==> config.mk <==
export PLATFORM = sky130hd
export DESIGN_NAME = sort_xcel_batch
export DESIGN_NICKNAME = d
export VERILOG_FILES = /design/src/rtl/sort_xcel_pkg.sv /design/src/rtl/sort_xcel_cell.sv /design/src/rtl/sort_xcel_batch.sv
export SDC_FILE = /design/constraint.sdc
export NUM_CORES = 1
export LEC_CHECK = 0
export BUFFER_PORTS_ARGS = -buffer_cell sky130_fd_sc_hd__buf_4
export CAP_MARGIN = 25
export CORE_MARGIN = 8
export CORE_UTILIZATION = 68
export CTS_BUF_LIST = sky130_fd_sc_hd__clkbuf_4 sky130_fd_sc_hd__clkbuf_8
export DETAILED_ROUTE_END_ITERATION = 8
export PLACE_DENSITY = 0.88
export SLEW_MARGIN = 20
export SYNTH_ARGS = -nofsm -noshare
export SYNTH_HDL_FRONTEND = slang
export SYNTH_SLANG_ARGS = --single-unit
export TNS_END_PERCENT = 100
==> constraint.sdc <==
create_clock -name clk -period 9.9 [get_ports clk]
set_clock_uncertainty 0.2 [all_clocks]
set_input_delay 1.98 -clock clk [delete_from_list [all_inputs] [get_ports clk]]
set_output_delay 1.98 -clock clk [all_outputs]
set_load 0.005 [all_outputs]
==> src/rtl/sort_xcel_pkg.sv <==
// Shared types and default sizing for the sorting accelerator's batch sort stage.
package sort_xcel_pkg;

  localparam int unsigned NCELLS_DEF = 4;
  localparam int unsigned W_DEF      = 32;

  typedef enum logic [1:0] {
    StLoad,
    StSort,
    StDrain
  } state_e;

endpackage

==> src/rtl/sort_xcel_cell.sv <==
// One compare-and-swap cell: a 2:1 mux into an enabled register, plus a comparator
// against the currently selected swap partner.
module sort_xcel_cell
  import sort_xcel_pkg::*;
#(
  parameter int unsigned W = W_DEF
) (
  input  logic         clk,
  input  logic         rst,
  input  logic         en,
  input  logic         sel,
  input  logic [W-1:0] in0,
  input  logic [W-1:0] in1,
  output logic [W-1:0] out,
  output logic         gt
);

  always_ff @(posedge clk) begin
    if (rst) begin
      out <= '0;
    end else if (en) begin
      out <= sel ? in1 : in0;
    end
  end

  assign gt = out > in1;

endmodule

==> src/rtl/sort_xcel_batch.sv <==
// Batch sort stage: loads NCELLS words, sorts them by odd-even transposition in
// NCELLS phases, then streams them out ascending.
module sort_xcel_batch
  import sort_xcel_pkg::*;
#(
  parameter int unsigned NCELLS = NCELLS_DEF,
  parameter int unsigned W      = W_DEF
) (
  input  logic         clk,
  input  logic         reset,
  input  logic         in_val,
  output logic         in_rdy,
  input  logic [W-1:0] in_msg,
  output logic         out_val,
  input  logic         out_rdy,
  output logic [W-1:0] out_msg,
  output logic         out_last
);

  localparam int unsigned CW = $clog2(NCELLS + 1);

  state_e          state_q, state_d;
  logic [CW-1:0]   cnt_q, cnt_d;
  logic            in_reset_q;

  logic [W-1:0]      r [NCELLS];
  logic [NCELLS-1:0] gt, swap, swap_dn, sel, en;
  logic              in_fire, out_fire, is_sort, phase_odd, cnt_last;
  logic [W-1:0]      shift_in;

  assign cnt_last  = (cnt_q == CW'(NCELLS - 1));
  assign is_sort   = (state_q == StSort);
  assign phase_odd = cnt_q[0];

  // in_reset_q keeps handshakes low during reset without a path from the reset pin.
  assign in_rdy   = (state_q == StLoad) && !in_reset_q;
  assign out_val  = (state_q == StDrain) && !in_reset_q;
  assign out_msg  = r[0];
  assign out_last = out_val && cnt_last;

  assign in_fire  = in_val && in_rdy;
  assign out_fire = out_val && out_rdy;

  // Loading feeds the tail from the input; draining keeps the tail in place.
  assign shift_in = (state_q == StLoad) ? in_msg : r[NCELLS-1];

  // A swap flagged at the lower cell of a pair also moves its upper neighbour.
  assign swap_dn = {swap[NCELLS-2:0], 1'b0};
  assign sel     = swap | swap_dn;
  assign en      = {NCELLS{in_fire || out_fire}} | sel;

  for (genvar i = 0; i < NCELLS; i++) begin : g_cell
    localparam logic IsOdd = ((i % 2) == 1);
    logic [W-1:0] shift_nb, up, dn, partner;

    if (i == NCELLS - 1) begin : g_tail
      assign shift_nb = shift_in;
      assign up       = r[i];
    end else begin : g_body
      assign shift_nb = r[i+1];
      assign up       = r[i+1];
    end

    if (i == 0) begin : g_head
      assign dn = r[i];
    end else begin : g_rest
      assign dn = r[i-1];
    end

    // A cell is the lower element of an active pair when its parity matches the phase.
    assign partner = (IsOdd == phase_odd) ? up : dn;
    assign swap[i] = is_sort && (IsOdd == phase_odd) && gt[i];

    sort_xcel_cell #(
      .W (W)
    ) u_cell (
      .clk (clk),
      .rst (~reset),
      .en  (en[i]),
      .sel (sel[i]),
      .in0 (shift_nb),
      .in1 (partner),
      .out (r[i]),
      .gt  (gt[i])
    );
  end

  always_comb begin
    state_d = state_q;
    cnt_d   = cnt_q;
    unique case (state_q)
      StLoad: begin
        if (in_fire) begin
          cnt_d = cnt_q + 1'b1;
          if (cnt_last) begin
            state_d = StSort;
            cnt_d   = '0;
          end
        end
      end
      StSort: begin
        cnt_d = cnt_q + 1'b1;
        if (cnt_last) begin
          state_d = StDrain;
          cnt_d   = '0;
        end
      end
      StDrain: begin
        if (out_fire) begin
          cnt_d = cnt_q + 1'b1;
          if (cnt_last) begin
            state_d = StLoad;
            cnt_d   = '0;
          end
        end
      end
      default: begin
        state_d = StLoad;
        cnt_d   = '0;
      end
    endcase
  end

  always_ff @(posedge clk) begin
    in_reset_q <= ~reset;
    if (!reset) begin
      state_q <= StLoad;
      cnt_q   <= '0;
    end else begin
      state_q <= state_d;
      cnt_q   <= cnt_d;
    end
  end

endmodule

==> flow_summary.toml, run 1 <==
[logic_synthesis]
synth_seq_cells = 134
async_reset_ff_share_pct = 0
synth_area_per_cell_um2 = 8.96
ys_seq_area_share_pct = 26.9
syn-num-nets = 1276
yosys_warnings = 0
synth_edf_count = 0
ys_types = 47
synthFlopType = "dfxtp_1"
synthCells = 1111
synth_area_um2 = 9960

[critical_path]
r2r-start = "cnt_q[0]"
r2r_end = "g_cell[3].u_cell.out[16]"
reg2reg_depth = 12
crit_fanout = 47
worstSetupStartpointType = "flop"
regToRegSetupSlack_ns = 5.18
arrival_ns = 4.87
critPathCaptureType = "flop"
path_class = "reg2reg"
timing.critical_path.required_ns = 10.06

[cells_and_area]
final_common_cell = "mux2i_1"
final_cell_mix = "189 x mux2i_1, 133 x dfxtp_1, 130 x nor2_1"
fin_area_um2 = 10900
drive_gt1_share_pct = 12.4
fill_cells = 1025
syn2layout_area_growth_pct = 9.11
diodes = 0
nNetsFinal = 1301

[sta]
rsz0062_at_grt = "false"
slew_violations = 0
tightest_slew_ns = 1.05
max_slew_margin_pct = 30.0
hold_violations = 0
max_freq_mhz = 212
period_share_pct = 47.6
post-route-min-period_ns = 4.72
setup_tns_ns = 0
setup_viol = 0

[cts]
cts_setup_buffers = 0
tritoncts = "built"
clkTransAtPathRegs_ns = 0.07
hold_buffers = 0
cts_buffers = 17
cts_buffer_depth = 2
cts-resized-gates = 0
clkSinkCount = 134
cts_root_buf = "clkbuf_8"
cts_htree_levels = 4
clock_latency_ns = 0.47

[routing]
first_pass_iters = 5
vias = 8929
totalWireLength_mm = 25.9
ant_nets = 0
viasPerCell = 6.71
drc = 0
detail_route.wl_per_cell_um = 19.5
drt_iter0_drc = 932

[global_routing]
first_global_vias = 8341
grt_antenna_before_repair = 0
grt_use_total_pct = 27.5
grt_pass1_wl_mm = 41.5
grt_max_degree = 106
grt_overflow = 0

[outcome]
status = "finished, final reports clean"

[placed_design]
portBuffers = 70
dpl_cell_area_um2 = 10400
dp_hpwl_mm = 17.9
routabilityCongestion = 0.898

[floorplan]
io_pins = 71
rows = 44
die_w_um = 137
start_util_pct = 69.0
die-area_um2 = 18800
die_y_um = 137
core_um2 = 14400

[power_and_ir_drop]
peakVddDrop_uv = 75.3
p_per_area_nw_per_um2 = 116
p_leak_nw = 4.49

[worst_hold_path]
hold_depth = 1
hold_path.class = "reg2reg"
min_to = "cnt_q[2]"
worstHoldStart = "cnt_q[2]"

[flow_run]
maxCapViolCount = 0
## critical path: stages (launching register included)
cell and delay, ns:
dfxtp_4 0.58, buf_4 0.68, mux2i_1 0.35, ha_1 0.29, a21o_1 0.19, nand3_1 0.08, a21oi_1 0.06, a2111oi_0 0.41
o21ai_0 0.18, o21ai_0 0.32, nand2_1 0.51, buf_4 0.41, mux2_2 0.28
## kinds of logic (layout without fill, tap and decap cells)
| logic type | Yosys count | count (layout) | synth area share, % |
|---|---|---|---|
| buf+inv | 77 | 113 | 3.56 |
| compound gates | 243 | 243 | 16.3 |
| simple gates | 308 | 308 | 14.4 |
| flops | 134 | 134 | 26.9 |
| fa+ha+maj | 129 | 129 | 16.2 |
| mux | 220 | 220 | 22.5 |
## power by group
group	internal, mW	switching, mW	leakage (nW)
combinational	0.0936	0.118	3.19
clock	0.257	0.214	0.207
sequential	0.551	0.0227	1.09
total	0.902	0.354	4.49
## synthesized netlist by cell type, drive strengths merged, types with 5 or more instances
cell type	instances	area (µm²)
a21oi	60	304
mux2i	189	1890
a21o	15	113
dfxtp	134	2680
o21ai	28	140
nand3	21	110
o211ai	16	120
a211oi	104	781
nor2b	54	338
nand4	26	163
clkbuf	38	143
mux2	31	349
nor3	5	25.0
buf	34	193
nand2	58	218
ha	129	1610
nor2	130	488
## metrics by stage
| stage | hold WS [ns] | util (%) | total power, mW | setup WS [ns] | cells |
|---|---|---|---|---|---|
| 2_1_floorplan | 0.236 | - | 0.738 | 5.77 | 1111 |
| 3_3_place_gp | 0.248 | 72.4 | 0.783 | 4.80 | 1300 |
| 3_5_place_dp | 0.257 | 72.4 | 0.791 | 4.71 | 1300 |
| 4_1_cts | 0.266 | 75.1 | 1.25 | 4.98 | 1330 |
| 5_1_grt | 0.271 | 75.3 | 1.30 | 4.92 | 1331 |
| 6_report | 0.269 | 75.3 | 1.26 | 5.18 | 1331 |
## flip-flops by register name, indices dropped and copies added (netlist names)
signal             count
g_cell.u_cell.out    128
cnt_q                  3
state_q                2
in_reset_q             1
## cell type report
type | instances | area [µm²] | area share (%)
tap | 184 | 230 | 2.12
multi-input combinational | 900 | 6930 | 63.8
timing repair buffer | 78 | 606 | 5.57
inverter | 5 | 21.3 | 0.196
clock inverter | 4 | 70.1 | 0.645
clock buffer | 26 | 320 | 2.95
sequential | 134 | 2690 | 24.7
## worst max-delay path by stage
stage,cells after the start,slack [ns],end,from
floorplan,16,5.77,g_cell[0].u_cell.out[31],cnt_q[0]
global placement,7,4.80,g_cell[1].u_cell.out[11],in_val
detailed placement,7,4.71,g_cell[1].u_cell.out[20],in_val
CTS,10,4.98,g_cell[3].u_cell.out[30],cnt_q[0]
global route,12,4.92,g_cell[3].u_cell.out[21],cnt_q[0]
finish,12,5.18,g_cell[3].u_cell.out[16],cnt_q[0]
## routing by layer
| layer | share of wire (%) | global-route usage, % | wire, µm | vias to the layer above |
|---|---|---|---|---|
| met5 | 0 | 0 | 0 | - |
| met4 | 2.4 | 11.2 | 622 | 0 |
| met3 | 8.7 | 5.76 | 2260 | 61 |
| li1 | - | - | - | 4200 |
| met1 | 45 | 38.2 | 11800 | 4230 |
| met2 | 43 | 40.6 | 11300 | 438 |
No activity file was read; power rests on OpenSTA's default activity.
==> inputs of run 2 (changes only) <==
- CORE_UTILIZATION: 68 -> 63
- PLACE_DENSITY: 0.88 -> 0.83
- clock period: 9.9 -> 4.9 ns (I/O delays scaled with it)
==> flow_summary.toml, run 2 (synthesis gave the netlist of run 1 again) <==
[cells_and_area]
fin_area_um2 = 11100
fill_cells = 1250
largest_reg_flops = 128
final_cell_mix = "189 x mux2i_1, 133 x dfxtp_1, 130 x nor2_1"
multi_input_area_um2 = 6930
nNetsFinal = 1311
final_common_cell = "mux2i_1"
largest_register = "g_cell.u_cell.out"
drive_gt1_share_pct = 13.3
diodes = 0
regArea_um2 = 2690
fin_util_pct = 70.6
reg_top3 = "g_cell.u_cell.out: 128 flops, cnt_q: 3 flops, state_q: 2 flops"
syn2layout_area_growth_pct = 11.0

[floorplan]
rows = 46
core_um2 = 15700
die-area_um2 = 20100
die_w_um = 142
start_util_pct = 63.6
die_y_um = 142
io_pins = 71

[global_routing]
grt_antenna_before_repair = 0
grt_pass1_wl_mm = 42.0
first_global_vias = 8145
grt_use_total_pct = 25.8
grt_max_degree = 100
grt_overflow = 0

[critical_path]
slowest_delay_ns = 0.67
critPathCaptureType = "flop"
crit_family = "simple AND/OR/NAND/NOR gates"
cp_slowest_cell = "dfxtp_4"
crit_fanout = 28
regToRegSetupSlack_ns = 0.89
cp.buffers_inverters = 2
arrival_ns = 4.16
crit_chain = "buf_4 -> mux2i_1 -> ha_1 -> nand4_1 -> nor4_1 -> a31oi_1 -> o311ai_1 -> and2_1 -> nand2_1 -> buf_12 -> mux2_1"
timing.critical_path.required_ns = 5.05
path_class = "reg2reg"
worstSetupStartpointType = "flop"

[power_and_ir_drop]
p_per_area_nw_per_um2 = 235
peakVddDrop_uv = 155
p_leak_nw = 4.56
finalPower_mw = 2.59

[cts]
tritoncts = "built"
cts_buffer_depth = 2
clock_latency_ns = 0.46
clkSinkCount = 134
cts_buffers = 17
cts_root_buf = "clkbuf_8"
clkTransAtPathRegs_ns = 0.07
cts_setup_buffers = 0
cts_htree_levels = 4
hold_buffers = 0
cts-resized-gates = 0

[routing]
drt_iter0_drc = 811
ant_nets = 0
first_pass_iters = 5
drc = 0
totalWireLength_mm = 25.7
detail_route.wl_per_cell_um = 18.7
viasPerCell = 6.32
vias = 8690

[sta]
max_slew_margin_pct = 36.0
slew_violations = 0
post-route-min-period_ns = 4.01
period_share_pct = 81.9
max_freq_mhz = 249
setup_tns_ns = 0
layout_setup_ws_ns = 0.888
tightest_slew_ns = 0.959
rsz0062_at_grt = "false"
setup_viol = 0
hold_violations = 0

[placed_design]
dp_worst_setup_slack_ns = 0.961
dpl_cell_area_um2 = 10600
portBuffers = 70
routabilityCongestion = 0.883
dp_hpwl_mm = 18.3

[worst_hold_path]
hold_path.class = "reg2reg"

[outcome]
status = "finished, final reports clean"

[flow_run]
maxCapViolCount = 0
==> run 2: layer usage <==
layer	share of wire [%]	track usage, %	routed length, µm	vias to the layer above
li1	-	-	-	4226
met1	48	36.6	12400	4115
met2	43	38.2	11000	306
met3	7.2	4.91	1860	43
met4	1.9	8.42	478	0
met5	0	0	0	-
==> run 2: through the flow <==
stage | cells | hold WS [ns]
2_1_floorplan | 1111 | 0.236
3_3_place_gp | 1342 | 0.245
3_5_place_dp | 1342 | 0.256
4_1_cts | 1374 | 0.266
5_1_grt | 1375 | 0.274
6_report | 1375 | 0.265
==> run 2: final cells by class <==
| cell class | instances | share of cell area, % |
|---|---|---|
| clock inverters | 10 | 1.13 |
| clock buffers | 22 | 2.68 |
| repair buffers | 88 | 6.54 |
| inverters | 5 | 0.192 |
| flip-flops and latches | 134 | 24.3 |
| multi-input cells | 900 | 62.7 |
| well taps | 216 | 2.45 |
==> run 2: worst reg2reg max path, delay by kind of cell, from the launching register on <==
kind / cells / cell delay, ns
compound gates: 2 / 0.32
mux: 2 / 0.48
flops: 1 / 0.67
fa+ha+maj: 1 / 0.31
simple gates: 4 / 1.24
buf+inv: 2 / 0.68
==> run 2: path summary, 6_finish.rpt <==
kind	start	end	cells after the start
worst max-delay path	cnt_q[0]	g_cell[3].u_cell.out[26]	11
worst min-delay path	cnt_q[1]	cnt_q[1]	2
worst max register to register	cnt_q[0]	g_cell[3].u_cell.out[26]	11
worst min register to register	cnt_q[1]	cnt_q[1]	2
==> run 2: power by group <==
part           switching, mW  internal, mW
logic                  0.237         0.193
registers             0.0473          1.11
clock network          0.445         0.557
total                  0.729          1.86
==> inputs of run 3 (changes only) <==
- CORE_UTILIZATION: 63 -> 57
- PLACE_DENSITY: 0.83 -> 0.79
- clock period: 4.9 -> 3.4 ns (I/O delays scaled with it)
==> flow_summary.toml, run 3 (synthesis gave the netlist of run 1 again) <==
[cells_and_area]
nNetsFinal = 1394
fin_util_pct = 71.6
reg_top3 = "g_cell.u_cell.out: 128 flops, cnt_q: 3 flops, state_q: 2 flops"
syn2layout_area_growth_pct = 23.6
final_common_cell = "mux2i_1"
largest_reg_flops = 128
fin_area_um2 = 12300
largest_register = "g_cell.u_cell.out"
drive_gt1_share_pct = 24.4
diodes = 0
final_cell_mix = "166 x mux2i_1, 138 x buf_4, 133 x dfxtp_1"
instances_no_fill = 1465

[floorplan]
die_y_um = 148
io_pins = 71
core_um2 = 17200
start_util_pct = 58.0
die_w_um = 148
rows = 48
die-area_um2 = 22000

[cts]
cts_htree_levels = 4
cts_buffers = 17
clock_latency_ns = 0.48
clkSinkCount = 134
tritoncts = "built"
hold_buffers = 0
cts_root_buf = "clkbuf_8"
clkTransAtPathRegs_ns = 0.08
cts_buffer_depth = 2

[routing]
first_pass_iters = 6
vias = 9551
top_layer = "met4"
drc = 0
wl_met2_mm = 13.4
detail_route.wl_per_cell_um = 20.9
met3_length_mm = 2.54
wl_met1_mm = 13.4
totalWireLength_mm = 30.6
ant_nets = 0
drt_iter0_drc = 1050
viasPerCell = 6.52

[critical_path]
crit_fanout = 7
cp.buffers_inverters = 4
worstSetupStartpointType = "flop"
crit_top_cell = "buf_12"
r2r_end = "g_cell[1].u_cell.out[7]"
cp_slowest_cell = "or4_4"
path_depth = 14
crit_family = "simple AND/OR/NAND/NOR gates"
crit_chain = "buf_12 -> buf_12 -> buf_8 -> mux2i_1 -> ha_1 -> nand4_1 -> or4_4 -> a21o_1 -> a31oi_4 -> o31ai_4 -> nand2_4 -> buf_12 -> a211oi_2 -> a211oi_1"
timing.critical_path.required_ns = 3.58
path_class = "reg2reg"
crit_start = "cnt_q[0]"
critPathCapture = "g_cell[1].u_cell.out[7]"
arrival_ns = 3.64
r2r-start = "cnt_q[0]"
regToRegSetupSlack_ns = -0.06
reg2reg_depth = 14
slowest_delay_ns = 0.57
critPathCaptureType = "flop"

[power_and_ir_drop]
comb_power_share_pct = 21.2
swShare_pct = 29.5
peakVddDrop_uv = 256
p_leak_nw = 5.08
p_seq_share_pct = 43.9
power.switching_mw = 1.12
p_per_area_nw_per_um2 = 309
power.internal_mw = 2.68
clockPowerShare_pct = 34.9

[sta]
max_freq_mhz = 289
layout_setup_ws_ns = -0.0644
max_slew_margin_pct = 58.8
setup_viol = 31
hold_ws_ns = 0.265
slew_violations = 0
post-route-min-period_ns = 3.46
hold_violations = 0
rsz0062_at_grt = "true"
period_share_pct = 102
tightest_slew_ns = 0.618

[flow_run]
maxCapViolCount = 0

[worst_hold_path]
hold_path.class = "reg2reg"

[global_routing]
grt_use_total_pct = 24.8
grt_max_degree = 105
grt_overflow = 0
grt_antenna_before_repair = 0
grt_pass1_wl_mm = 44.3
first_global_vias = 8816

[outcome]
violations = "negative setup slack"
status = "complete, but fails checks"

[placed_design]
dpl_cell_area_um2 = 11100
portBuffers = 70
routabilityCongestion = 0.874
post-place-cells = 1412
dp_hpwl_mm = 19.5
run 3: cell count changes in the layout (fill, tap and decap cells not counted), sizes merged:
| cell | before | now |
|---|---|---|
| clkbuf | 22 | 31 |
| bufinv | 3 | 1 |
| and2 | 4 | 6 |
| buf | 88 | 164 |
| clkinv | 7 | 3 |
run 3: metrics by stage:
stage	setup slack (ns)	TNS (ns)	power [mW]
3_3_place_gp	0.00408	0	2.36
4_1_cts	0.000962	0	3.68
3_5_place_dp	-0.127	-2.69	2.38
5_1_grt	-0.149	-7.90	3.93
2_1_floorplan	0.00238	0	2.15
6_report	-0.0644	-0.588	3.80
run 3: worst reg2reg max path, stage by stage, from the launching register on:
cell and delay, ns:
dfxtp_4 0.36, buf_12 0.13, buf_12 0.13, buf_8 0.14
mux2i_1 0.12, ha_1 0.37, nand4_1 0.14, or4_4 0.57
a21o_1 0.20, a31oi_4 0.21, o31ai_4 0.13, nand2_4 0.18
buf_12 0.17, a211oi_2 0.06, a211oi_1 0.27
run 3: power by group through the flow:
stage	Sequential, mW	Clock, mW	Combinational (mW)
after floorplan	1.67	0	0.479
after global placement	1.69	0	0.660
after detailed placement	1.70	0	0.679
after CTS	1.66	1.32	0.707
after global routing	1.67	1.39	0.864
final	1.67	1.33	0.805
run 3: repair_timing:
action	4_1_cts	5_1_grt
resized for setup	8	99
gates cloned	2	7
setup endpoints to repair	84	128
pin swaps	1	43
buffers inserted	3	11
run 3: routing by layer:
layer  GRT usage (%)  up-vias
li1                -     4395
met1            34.5     4565
met2            36.8      483
met3            4.59      108
met4            9.99        0
met5               0        -
run 3: final cells by class:
class                      instances  area (µm²)
multi-input combinational        902        7330
sequential                       134        2690
tap                              225         282
fill                            1240        4870
clock inverter                     4        45.0
clock buffer                      26         327
timing repair buffer             169        1620
inverter                           5        21.3
run 3: worst min path at each step:
stage                     startpoint       end  slack (ns)  cells after the start
after detailed placement    cnt_q[1]  cnt_q[1]        0.26                      2
after CTS                   cnt_q[1]  cnt_q[1]        0.27                      2
final                       cnt_q[2]  cnt_q[2]        0.26                      1
after global placement      cnt_q[1]  cnt_q[1]        0.24                      2
after global routing        cnt_q[2]  cnt_q[2]        0.28                      1
after floorplan             cnt_q[1]  cnt_q[1]        0.24                      2
